==> config.mk <==
export PLATFORM = sky130hd
export DESIGN_NAME = muldiv_sequencer_flat
export DESIGN_NICKNAME = d
export VERILOG_FILES = /design/src/rtl/muldiv_pkg.sv /design/src/rtl/muldiv_if.sv /design/src/rtl/muldiv_iter_step.sv /design/src/rtl/muldiv_sequencer.sv /design/src/flat_wrapper.sv
export SDC_FILE = /design/constraint.sdc
export NUM_CORES = 1
export LEC_CHECK = 0
export BUFFER_PORTS_ARGS = -buffer_cell sky130_fd_sc_hd__buf_2
export CORE_MARGIN = 2
export CORE_UTILIZATION = 61
export CTS_CLUSTER_SIZE = 28
export DETAILED_ROUTE_END_ITERATION = 7
export GPL_TIMING_DRIVEN = 0
export PLACE_DENSITY = 0.83
export SYNTH_ARGS = -nofsm -noshare
export SYNTH_HDL_FRONTEND = slang
export SYNTH_SLANG_ARGS = --single-unit
==> constraint.sdc <==
create_clock -name clk -period 4.8 [get_ports clk]
set_input_delay 1.44 -clock clk [delete_from_list [all_inputs] [get_ports clk]]
set_output_delay 1.44 -clock clk [all_outputs]
set_load 0.05 [all_outputs]
==> src/rtl/muldiv_pkg.sv <==
// Shared encodings for the HI/LO multiply/divide sequencer.
package muldiv_pkg;

   localparam int DEF_WIDTH = 32;
   localparam int DEF_CNT_W = 5;

   typedef enum logic [1:0] {
      OP_MULT  = 2'b00,
      OP_MULTU = 2'b01,
      OP_DIV   = 2'b10,
      OP_DIVU  = 2'b11
   } op_e;

   typedef enum logic [2:0] {
      S_IDLE,
      S_PREP,
      S_CALC,
      S_FIX,
      S_DONE
   } state_e;

endpackage

==> src/rtl/muldiv_if.sv <==
// Control-side handshake for the HI/LO multiply/divide resource.
interface muldiv_if
   import muldiv_pkg::*;
#(
   parameter int WIDTH = DEF_WIDTH
);
   logic             start;
   logic [1:0]       op;
   logic [WIDTH-1:0] rs_val;
   logic [WIDTH-1:0] rt_val;
   logic             mthi;
   logic             mtlo;
   logic [WIDTH-1:0] wdata;
   logic             busy;
   logic             done;
   logic [WIDTH-1:0] hi;
   logic [WIDTH-1:0] lo;

   modport master (
      output start, op, rs_val, rt_val,
      output mthi, mtlo, wdata,
      input  busy, done, hi, lo
   );

   modport slave (
      input  start, op, rs_val, rt_val,
      input  mthi, mtlo, wdata,
      output busy, done, hi, lo
   );
endinterface

==> src/rtl/muldiv_iter_step.sv <==
// One radix-2 iteration: shift-add multiply or restoring divide
// on the {upper, lower} accumulator using unsigned magnitudes.
module muldiv_iter_step
   import muldiv_pkg::*;
#(
   parameter int WIDTH = DEF_WIDTH
) (
   input  logic [2*WIDTH-1:0] acc,
   input  logic [WIDTH-1:0]   opnd,
   input  logic               is_div,
   output logic [2*WIDTH-1:0] acc_nxt
);
   logic [WIDTH:0] sum;
   logic [WIDTH:0] shl;
   logic [WIDTH:0] diff;

   always_comb begin
      sum     = {1'b0, acc[2*WIDTH-1:WIDTH]} + {1'b0, opnd};
      shl     = acc[2*WIDTH-1:WIDTH-1];
      diff    = shl - {1'b0, opnd};
      acc_nxt = '0;
      if (is_div) begin
         // msb of diff set means the trial subtract went negative
         if (!diff[WIDTH])
            acc_nxt = {diff[WIDTH-1:0], acc[WIDTH-2:0], 1'b1};
         else
            acc_nxt = {shl[WIDTH-1:0], acc[WIDTH-2:0], 1'b0};
      end else begin
         if (acc[0])
            acc_nxt = {sum, acc[WIDTH-1:1]};
         else
            acc_nxt = {1'b0, acc[2*WIDTH-1:WIDTH], acc[WIDTH-1:1]};
      end
   end
endmodule

==> src/rtl/muldiv_sequencer.sv <==
// Multi-cycle MULT/MULTU/DIV/DIVU sequencer owning HI/LO.
module muldiv_sequencer
   import muldiv_pkg::*;
#(
   parameter int WIDTH = DEF_WIDTH,
   parameter int CNT_W = DEF_CNT_W
) (
   input logic     clk,
   input logic     rst_n,
   muldiv_if.slave bus
);
   state_e             state, state_nxt;
   op_e                op_q;
   logic [WIDTH-1:0]   a_q, b_q, opnd;
   logic [2*WIDTH-1:0] acc, acc_step, prod;
   logic [WIDTH-1:0]   hi_q, lo_q;
   logic [CNT_W-1:0]   cnt;
   logic               neg_q, neg_r;
   logic               busy, done;
   logic               is_div, is_sgn, a_neg, b_neg, div0;
   logic [WIDTH-1:0]   a_mag, b_mag, quo, rem;

   always_comb begin
      is_div = (op_q == OP_DIV) || (op_q == OP_DIVU);
      is_sgn = (op_q == OP_DIV) || (op_q == OP_MULT);
      a_neg  = is_sgn & a_q[WIDTH-1];
      b_neg  = is_sgn & b_q[WIDTH-1];
      a_mag  = a_neg ? -a_q : a_q;
      b_mag  = b_neg ? -b_q : b_q;
      div0   = (b_q == '0);
      prod   = neg_q ? -acc : acc;
      quo    = neg_q ? -acc[WIDTH-1:0] : acc[WIDTH-1:0];
      rem    = neg_r ? -acc[2*WIDTH-1:WIDTH] : acc[2*WIDTH-1:WIDTH];
   end

   muldiv_iter_step #(.WIDTH(WIDTH)) u_step (
      .acc     (acc),
      .opnd    (opnd),
      .is_div  (is_div),
      .acc_nxt (acc_step)
   );

   always_ff @(posedge clk or negedge rst_n) begin
      if (!rst_n) state <= S_IDLE;
      else        state <= state_nxt;
   end

   always_comb begin
      state_nxt = state;
      busy      = 1'b0;
      done      = 1'b0;
      unique case (state)
         S_IDLE: if (bus.start) state_nxt = S_PREP;
         S_PREP: begin
            busy      = 1'b1;
            state_nxt = S_CALC;
         end
         S_CALC: begin
            busy = 1'b1;
            if (cnt == '1) state_nxt = S_FIX;
         end
         S_FIX: begin
            busy      = 1'b1;
            state_nxt = S_DONE;
         end
         S_DONE: begin
            done      = 1'b1;
            state_nxt = S_IDLE;
         end
         default: state_nxt = S_IDLE;
      endcase
   end

   always_ff @(posedge clk or negedge rst_n) begin
      if (!rst_n) begin
         op_q  <= OP_MULT;
         a_q   <= '0;
         b_q   <= '0;
         opnd  <= '0;
         acc   <= '0;
         cnt   <= '0;
         neg_q <= 1'b0;
         neg_r <= 1'b0;
         hi_q  <= '0;
         lo_q  <= '0;
      end else begin
         unique case (state)
            S_IDLE: begin
               if (bus.start) begin
                  op_q <= op_e'(bus.op);
                  a_q  <= bus.rs_val;
                  b_q  <= bus.rt_val;
               end else begin
                  if (bus.mthi) hi_q <= bus.wdata;
                  if (bus.mtlo) lo_q <= bus.wdata;
               end
            end
            S_PREP: begin
               neg_q <= a_neg ^ b_neg;
               neg_r <= a_neg;
               opnd  <= is_div ? b_mag : a_mag;
               acc   <= {{WIDTH{1'b0}}, (is_div ? a_mag : b_mag)};
               cnt   <= '0;
            end
            S_CALC: begin
               acc <= acc_step;
               cnt <= cnt + CNT_W'(1);
            end
            S_FIX: begin
               // divide by zero returns raw dividend, no sign fixup
               if (is_div && div0) begin
                  lo_q <= '1;
                  hi_q <= a_q;
               end else if (is_div) begin
                  lo_q <= quo;
                  hi_q <= rem;
               end else begin
                  {hi_q, lo_q} <= prod;
               end
            end
            default: ;
         endcase
      end
   end

   assign bus.busy = busy;
   assign bus.done = done;
   assign bus.hi   = hi_q;
   assign bus.lo   = lo_q;
endmodule

==> src/flat_wrapper.sv <==
// flat-port wrapper written by rule: the top's interface ports become plain ports
module muldiv_sequencer_flat import muldiv_pkg::*;
#(
   parameter int WIDTH = DEF_WIDTH,
   parameter int CNT_W = DEF_CNT_W
)
  (clk, rst_n, bus_start, bus_op, bus_rs_val, bus_rt_val, bus_mthi, bus_mtlo, bus_wdata, bus_busy, bus_done, bus_hi, bus_lo);
  muldiv_if #(.WIDTH(WIDTH)) bus_i ();
  input logic clk;
  input logic rst_n;
  input wire logic [$bits(bus_i.start)-1:0] bus_start;
  input wire logic [$bits(bus_i.op)-1:0] bus_op;
  input wire logic [$bits(bus_i.rs_val)-1:0] bus_rs_val;
  input wire logic [$bits(bus_i.rt_val)-1:0] bus_rt_val;
  input wire logic [$bits(bus_i.mthi)-1:0] bus_mthi;
  input wire logic [$bits(bus_i.mtlo)-1:0] bus_mtlo;
  input wire logic [$bits(bus_i.wdata)-1:0] bus_wdata;
  output wire logic [$bits(bus_i.busy)-1:0] bus_busy;
  output wire logic [$bits(bus_i.done)-1:0] bus_done;
  output wire logic [$bits(bus_i.hi)-1:0] bus_hi;
  output wire logic [$bits(bus_i.lo)-1:0] bus_lo;
  assign bus_i.start = bus_start;
  assign bus_i.op = bus_op;
  assign bus_i.rs_val = bus_rs_val;
  assign bus_i.rt_val = bus_rt_val;
  assign bus_i.mthi = bus_mthi;
  assign bus_i.mtlo = bus_mtlo;
  assign bus_i.wdata = bus_wdata;
  assign bus_busy = bus_i.busy;
  assign bus_done = bus_i.done;
  assign bus_hi = bus_i.hi;
  assign bus_lo = bus_i.lo;
  muldiv_sequencer #(.WIDTH(WIDTH), .CNT_W(CNT_W)) u_core (.clk(clk), .rst_n(rst_n), .bus(bus_i));
endmodule
==> flow_metrics.env, run 1 <==
export IMPL_status="finished clean"
export IMPL_post_cts_resized=0
export IMPL_areaGrowthSynthToFinish_pct=12.78
export IMPL_busiest_layer="met2"
export IMPL_setup_viol=0
export IMPL_synth_cells=2101
export IMPL_antenna_found_initial=0
export IMPL_r2r_worst_path_cells=13
export IMPL_cts_buffers=27
export IMPL_cts_sinks=236
export IMPL_cts_tree="done"
export IMPL_cts_root_buf="clkbuf_16"
export IMPL_async_flop_share_pct=100.0
export IMPL_final_core_util_pct=69.52
export IMPL_yosysSeqAreaShare_pct=33.56
export IMPL_port_buffers=168
export IMPL_start_util_pct=61.64
export IMPL_syn_num_nets=2276
export IMPL_use_met3_pct=10.11
export IMPL_fin_crit_sh_pct=98.53
export IMPL_drtIter0Drc=2694
export IMPL_synth_top_area_share_pct=33.56
export IMPL_fp_row_count=62
export IMPL_post_drt_via_cell_ratio=6.801
export IMPL_ys_flop_type="dfrtp_1"
export IMPL_grt_pass1_wl_um=103200
export IMPL_min_path_cells=2
export IMPL_yosys_warnings=0
export IMPL_htreeDepth=1
export IMPL_io_pin_count=169
export IMPL_grt_ovfl_total=0
export IMPL_synth_avg_cell_area_um2=8.375
export IMPL_synth_seq_cells=236
export IMPL_die_height_um=173.8
export IMPL_dp_final_hpwl_um=53190
export IMPL_fin_skew_ns=0.01077
export IMPL_grt_use_total_pct=44.48
export IMPL_cp_required_ns=5.22
export IMPL_maxSlewHeadroom_pct=28.43
export IMPL_max_cap_viol_count=0
export IMPL_wl_um=68380
export IMPL_die_w_um=173.8
export IMPL_final_max_slew_violation_count=0
export IMPL_yosysUniqueCellTypes=78
export IMPL_firstDrtPassIters=6
export IMPL_hold_violations=0
export IMPL_cts_clk_slew_worst_paths_ns=0.06
export IMPL_worst_slew_pin_slew_ns=1.060
export IMPL_dieArea_mm2=0.03022
export IMPL_grtUsageMet1_pct=62.43
export IMPL_clk_path_buf_depth=3
export IMPL_ctsHoldBuffers=0
export IMPL_num_vias=18377
export IMPL_crit_arrival_ns=5.15
export IMPL_synth_edf_count=0
export IMPL_met2_usage_pct=64.46
export IMPL_core_mm2=0.02855
export IMPL_crit_path_end_kind="flop"
export IMPL_n_antenna_cell=0
export IMPL_drive_above_1_share_pct=13.50
export IMPL_fin_crit_ns=4.730
export IMPL_start_kind="flop"
export IMPL_drt_antenna_violating_nets=0
export IMPL_drc=0
export IMPL_synth_area_leaders="dfrtp_1 (34%), a21oi_1 (5.4%), xnor2_1 (5.4%)"
export IMPL_rsz0062_at_grt="false"
export IMPL_gp_congestion=1.039
export IMPL_wl_per_cell_um=25.31
export IMPL_synth_top_cell_by_area="dfrtp_1"
export IMPL_nets=2474
export IMPL_max_freq_mhz=211.4
export IMPL_path_max_fanout=10
export IMPL_cts_setup_buffers=0
export IMPL_grt_pass1_vias=17156
export IMPL_critical_path_class="flop to flop"
export IMPL_grt_max_degree=125
export IMPL_netlist_area_mm2=0.01760
export IMPL_clk_latency_ns=0.55
export IMPL_hp_class="flop to flop"
[state kept, by name (all words and copies together) (netlist names)]
signal,flops
u_core.cnt,5
u_core.b_q,32
u_core.bus.hi,32
u_core.acc,64
u_core.state,3
u_core.op_q,2
u_core.neg_q,1
u_core.a_q,32
u_core.bus.lo,32
u_core.opnd,32
u_core.neg_r,1
[cells in the final DEF, fill, tap and decap left out, types with 33 or more instances in the layout]
| cell type | instances |
|---|---|
| o221ai_1 | 36 |
| xor2_1 | 64 |
| nand2_1 | 230 |
| nand3_1 | 34 |
| buf_2 | 177 |
| dfrtp_1 | 236 |
| inv_1 | 57 |
| o21ai_0 | 174 |
| mux2_2 | 68 |
| nor3_1 | 56 |
| ha_1 | 70 |
| clkbuf_1 | 126 |
| a21oi_1 | 190 |
| nor2_1 | 158 |
| xnor2_1 | 108 |
| mux2i_1 | 63 |
| o22ai_1 | 33 |
[routing by layer]
metal | share of wire, % | vias up | routed length (µm)
met5 | 0 | - | 0
met4 | 6.1 | 0 | 4150
met3 | 13 | 240 | 8817
met2 | 41 | 1429 | 28300
met1 | 40 | 8654 | 27120
li1 | - | 8054 | -
[area by class of cell]
class / count / area, µm²
multi-input combinational: 1666 / 10930
fill: 2387 / 8701
sequential: 236 / 5906
timing repair buffer: 169 / 878.3
clock buffer: 38 / 767.0
buffer: 140 / 549.3
tap: 384 / 480.5
inverter: 59 / 221.5
clock inverter: 10 / 111.4
[path summary, 6_finish.rpt]
path	from	endpoint	slack [ns]
min in group asynchronous	rst_n	u_core.acc[60]	0.97
worst max-delay path	u_core.acc[0]	u_core.bus.hi[18]	0.07
worst min register to register	u_core.bus.lo[30]	u_core.bus.lo[30]	0.48
worst min-delay path	u_core.bus.lo[30]	u_core.bus.lo[30]	0.48
max in group asynchronous	rst_n	u_core.b_q[8]	2.70
worst max register to register	u_core.acc[0]	u_core.bus.hi[18]	0.07
[cell usage after synthesis, types with 4 or more instances]
| cell | count |
|---|---|
| a22o_1 | 7 |
| and3_1 | 16 |
| or4_1 | 10 |
| a2111oi_0 | 4 |
| nand4_1 | 12 |
| o41ai_1 | 11 |
| o21ai_0 | 174 |
| a32o_1 | 4 |
| clkbuf_1 | 120 |
| nor3_1 | 56 |
| nor3b_1 | 5 |
| ha_1 | 70 |
| buf_2 | 10 |
| nand2_1 | 230 |
| xnor2_1 | 108 |
| dfrtp_1 | 236 |
| a31oi_1 | 20 |
| o21ai_1 | 20 |
| nand2b_1 | 19 |
| mux2i_1 | 63 |
| or3_1 | 22 |
| xor2_1 | 64 |
| a21oi_1 | 190 |
| a221o_1 | 9 |
| o22ai_1 | 33 |
| nor4_1 | 15 |
| a41oi_1 | 4 |
| o31ai_1 | 19 |
| o21a_1 | 7 |
| nor2b_1 | 17 |
| o211ai_1 | 30 |
| a21o_1 | 28 |
| o21bai_1 | 6 |
| buf_1 | 8 |
| a22oi_1 | 9 |
| mux2_2 | 68 |
| inv_1 | 57 |
| or2_2 | 4 |
| nand3_1 | 34 |
| nand3b_1 | 5 |
| nor2_1 | 158 |
| o221ai_1 | 36 |
| a211oi_1 | 28 |
| a211o_1 | 7 |
[worst max-delay path, stage by stage (launching register included)]
cell	delay, ns
dfrtp_1	0.52
inv_1	0.31
clkbuf_1	0.61
ha_1	0.27
nand2b_1	0.09
or4_1	0.53
nand3b_1	0.40
o21ai_1	0.42
buf_2	0.30
o21ai_0	0.15
xnor2_1	0.43
nor2_1	0.08
a211oi_1	0.36
nor3_1	0.11
[per-stage QoR]
| stage | setup slack (ns) | cell area [µm²] | setup TNS (ns) | instances | hold WS (ns) |
|---|---|---|---|---|---|
| final | 0.07041 | 19850 | 0 | 2702 | 0.4761 |
| after global routing | 0.03604 | 19850 | 0 | 2702 | 0.5137 |
| after CTS | 0.2614 | 19830 | 0 | 2702 | 0.4785 |
| after detailed placement | 0.2822 | 18960 | 0 | 2654 | 0.4651 |
| after global placement | -1.799 | 18920 | -417.17 | 2653 | 0.4575 |
| after floorplan | 1.452 | 17600 | 0 | 2101 | 0.4494 |
[kinds of logic after synthesis]
family                   synth area share [%]
buffers and inverters                   4.380
flip-flops                              33.56
AO/OA/AOI/OAI                           23.71
multiplexers                            8.063
AND/OR/NAND/NOR                         16.52
XOR/XNOR                                8.561
adder cells (fa/ha/maj)                 5.205
Power of run 1 is not shown: default switching activity piles up to over one toggle a cycle in this logic, so the estimate is an artifact.
==> run 2: changes to the inputs <==
--- a/config.mk
+++ b/config.mk
@@ -7,11 +7,11 @@
 export LEC_CHECK = 0
 export BUFFER_PORTS_ARGS = -buffer_cell sky130_fd_sc_hd__buf_2
 export CORE_MARGIN = 2
-export CORE_UTILIZATION = 61
+export CORE_UTILIZATION = 55
 export CTS_CLUSTER_SIZE = 28
 export DETAILED_ROUTE_END_ITERATION = 7
 export GPL_TIMING_DRIVEN = 0
-export PLACE_DENSITY = 0.83
+export PLACE_DENSITY = 0.79
 export SYNTH_ARGS = -nofsm -noshare
 export SYNTH_HDL_FRONTEND = slang
 export SYNTH_SLANG_ARGS = --single-unit
==> constraint.sdc (replaced) <==
create_clock -name clk -period 4.3 [get_ports clk]
set_input_delay 1.29 -clock clk [delete_from_list [all_inputs] [get_ports clk]]
set_output_delay 1.29 -clock clk [all_outputs]
set_load 0.05 [all_outputs]
==> flow_metrics.env, run 2 (same netlist as run 1, synthesis figures left out) <==
export IMPL_critical_path_cell_chain="ha_1 -> clkbuf_1 -> a21oi_1 -> o21ai_0 -> a211o_1 -> a21oi_2 -> mux2_2 -> nor2_4 -> buf_4 -> clkbuf_4 -> nor2_1 -> a21oi_1 -> o221ai_1"
export IMPL_fillCellCount=2752
export IMPL_cpLargestDelayFamily="compound AO/OA/AOI/OAI gates"
export IMPL_cts_sinks=236
export IMPL_clk_latency_ns=0.56
export IMPL_met1_length_um=26100
export IMPL_wl_per_cell_um=24.52
export IMPL_die_height_um=182.9
export IMPL_min_path_cells=2
export IMPL_wl_um=66660
export IMPL_grt_max_degree=126
export IMPL_port_buffers=168
export IMPL_drc=0
export IMPL_status="finished clean"
export IMPL_gp_congestion=1.063
export IMPL_post_place_ws_ns=-0.1909
export IMPL_r2r_start="u_core.acc[40]"
export IMPL_grt_pass1_vias=17138
export IMPL_fin_crit_ns=4.142
export IMPL_drive_above_1_share_pct=13.85
export IMPL_rsz0062_at_grt="false"
export IMPL_maxSlewHeadroom_pct=38.03
export IMPL_grt_pass1_wl_um=101000
export IMPL_r2r_worst_path_cells=13
export IMPL_htreeDepth=1
export IMPL_fp_row_count=65
export IMPL_antenna_found_initial=1
export IMPL_start_kind="flop"
export IMPL_path_max_fanout=10
export IMPL_cts_buffers=26
export IMPL_setup_viol=0
export IMPL_crit_top_cell="a21oi_1"
export IMPL_crit_path_end_kind="flop"
export IMPL_reg2reg_slack_ns=0.16
export IMPL_timing_final_ws_setup_ns=0.1584
export IMPL_post_drt_via_cell_ratio=6.741
export IMPL_final_max_slew_violation_count=0
export IMPL_cts_root_buf="clkbuf_16"
export IMPL_crit_arrival_ns=4.53
export IMPL_worstHoldStart="u_core.bus.lo[28]"
export IMPL_grt_use_total_pct=39.25
export IMPL_firstDrtPassIters=8
export IMPL_n_antenna_cell=0
export IMPL_drt_antenna_violating_nets=0
export IMPL_nets=2472
export IMPL_max_freq_mhz=241.5
export IMPL_cts_tree="done"
export IMPL_drtIter0Drc=2220
export IMPL_whs_endpoint="u_core.bus.lo[28]"
export IMPL_final_cell_mix="dfrtp_1 (236), nand2_1 (230), a21oi_1 (187)"
export IMPL_core_mm2=0.03156
export IMPL_hold_violations=0
export IMPL_critPathMaxStageDelay_ns=0.63
export IMPL_num_vias=18329
export IMPL_critical_path_class="flop to flop"
export IMPL_final_cell_area_mm2=0.01993
export IMPL_regToRegEndpoint="u_core.acc[40]"
export IMPL_timing_setup_tns_ns=0
export IMPL_dieArea_mm2=0.03344
export IMPL_hp_class="flop to flop"
export IMPL_fin_crit_sh_pct=96.32
export IMPL_routed_top_layer="met4"
export IMPL_met2_length_um=27930
export IMPL_max_cap_viol_count=0
export IMPL_worst_slew_pin_slew_ns=0.9210
export IMPL_fin_skew_ns=0.01484
export IMPL_die_w_um=182.9
export IMPL_cts_clk_slew_worst_paths_ns=0.06
export IMPL_crit_slowest_cell="dfrtp_1"
export IMPL_regMostFlops="u_core.acc"
export IMPL_critPathBufInv=3
export IMPL_holdWs_ns=0.4729
export IMPL_dp_final_hpwl_um=51850
export IMPL_start_util_pct=55.77
export IMPL_cts_setup_buffers=0
export IMPL_clk_path_buf_depth=3
export IMPL_largest_reg_flops=64
export IMPL_cp_required_ns=4.69
export IMPL_final_common_cell="dfrtp_1"
export IMPL_dpl_cell_area_mm2=0.01898
export IMPL_io_pin_count=169
export IMPL_grt_ovfl_total=0
export IMPL_areaGrowthSynthToFinish_pct=13.28
export IMPL_wl_met3_um=8324
run 2: changes by cell type in the layout (fill, tap and decap cells not counted), moves of 2 or more:
cell | before | now
a21oi_1 | 190 | 187
clkinvlp_4 | 0 | 2
clkbuf_1 | 126 | 122
clkbuf_8 | 5 | 7
a21oi_2 | 0 | 3
run 2: cell type report:
class	count	area [µm²]	share of cell area, %
timing repair buffer	169	878.3	4.406
multi-input combinational	1666	10950	54.93
clock inverter	11	140.1	0.7030
tap	402	503.0	2.523
buffer	139	548.0	2.749
sequential	236	5906	29.63
clock buffer	37	783.3	3.929
inverter	59	225.2	1.130
run 2: what timing repair did:
item / in CTS / in global routing
setup endpoints to repair: 21 / 28
hold buffers: 0 / 0
gates resized for setup: 3 / 5
run 2: worst max-delay path by stage:
stage | startpoint | endpoint | cells past startpoint
after floorplan | u_core.acc[48] | u_core.acc[40] | 13
after global placement | rst_n | u_core.b_q[11] | 1
after detailed placement | u_core.opnd[15] | u_core.acc[40] | 15
after CTS | u_core.acc[0] | u_core.bus.hi[18] | 13
after global routing | u_core.opnd[15] | u_core.acc[40] | 15
final | u_core.acc[40] | u_core.acc[40] | 13
run 2: worst reg2reg max path: cells and delay by family (launching register included):
kind / cells / cell delay [ns]
AO/OA/AOI/OAI: 6 / 1.50
adder cells (fa/ha/maj): 1 / 0.32
buffers and inverters: 3 / 0.78
flip-flops: 1 / 0.63
multiplexers: 1 / 0.41
AND/OR/NAND/NOR: 2 / 0.35
run 2: stage by stage:
step                      cells  util (%)
after floorplan            2101         -
after global placement     2671     60.02
final                      2719     63.17
after CTS                  2720     63.10
after global routing       2719     63.17
after detailed placement   2672     60.14
run 2: routing by layer:
| metal | global-route usage [%] | up-vias |
|---|---|---|
| met3 | 7.625 | 238 |
| met5 | 0 | - |
| li1 | - | 8057 |
| met4 | 20.83 | 0 |
| met1 | 54.33 | 8687 |
| met2 | 58.40 | 1347 |
Power of run 2 is left out for the same reason.
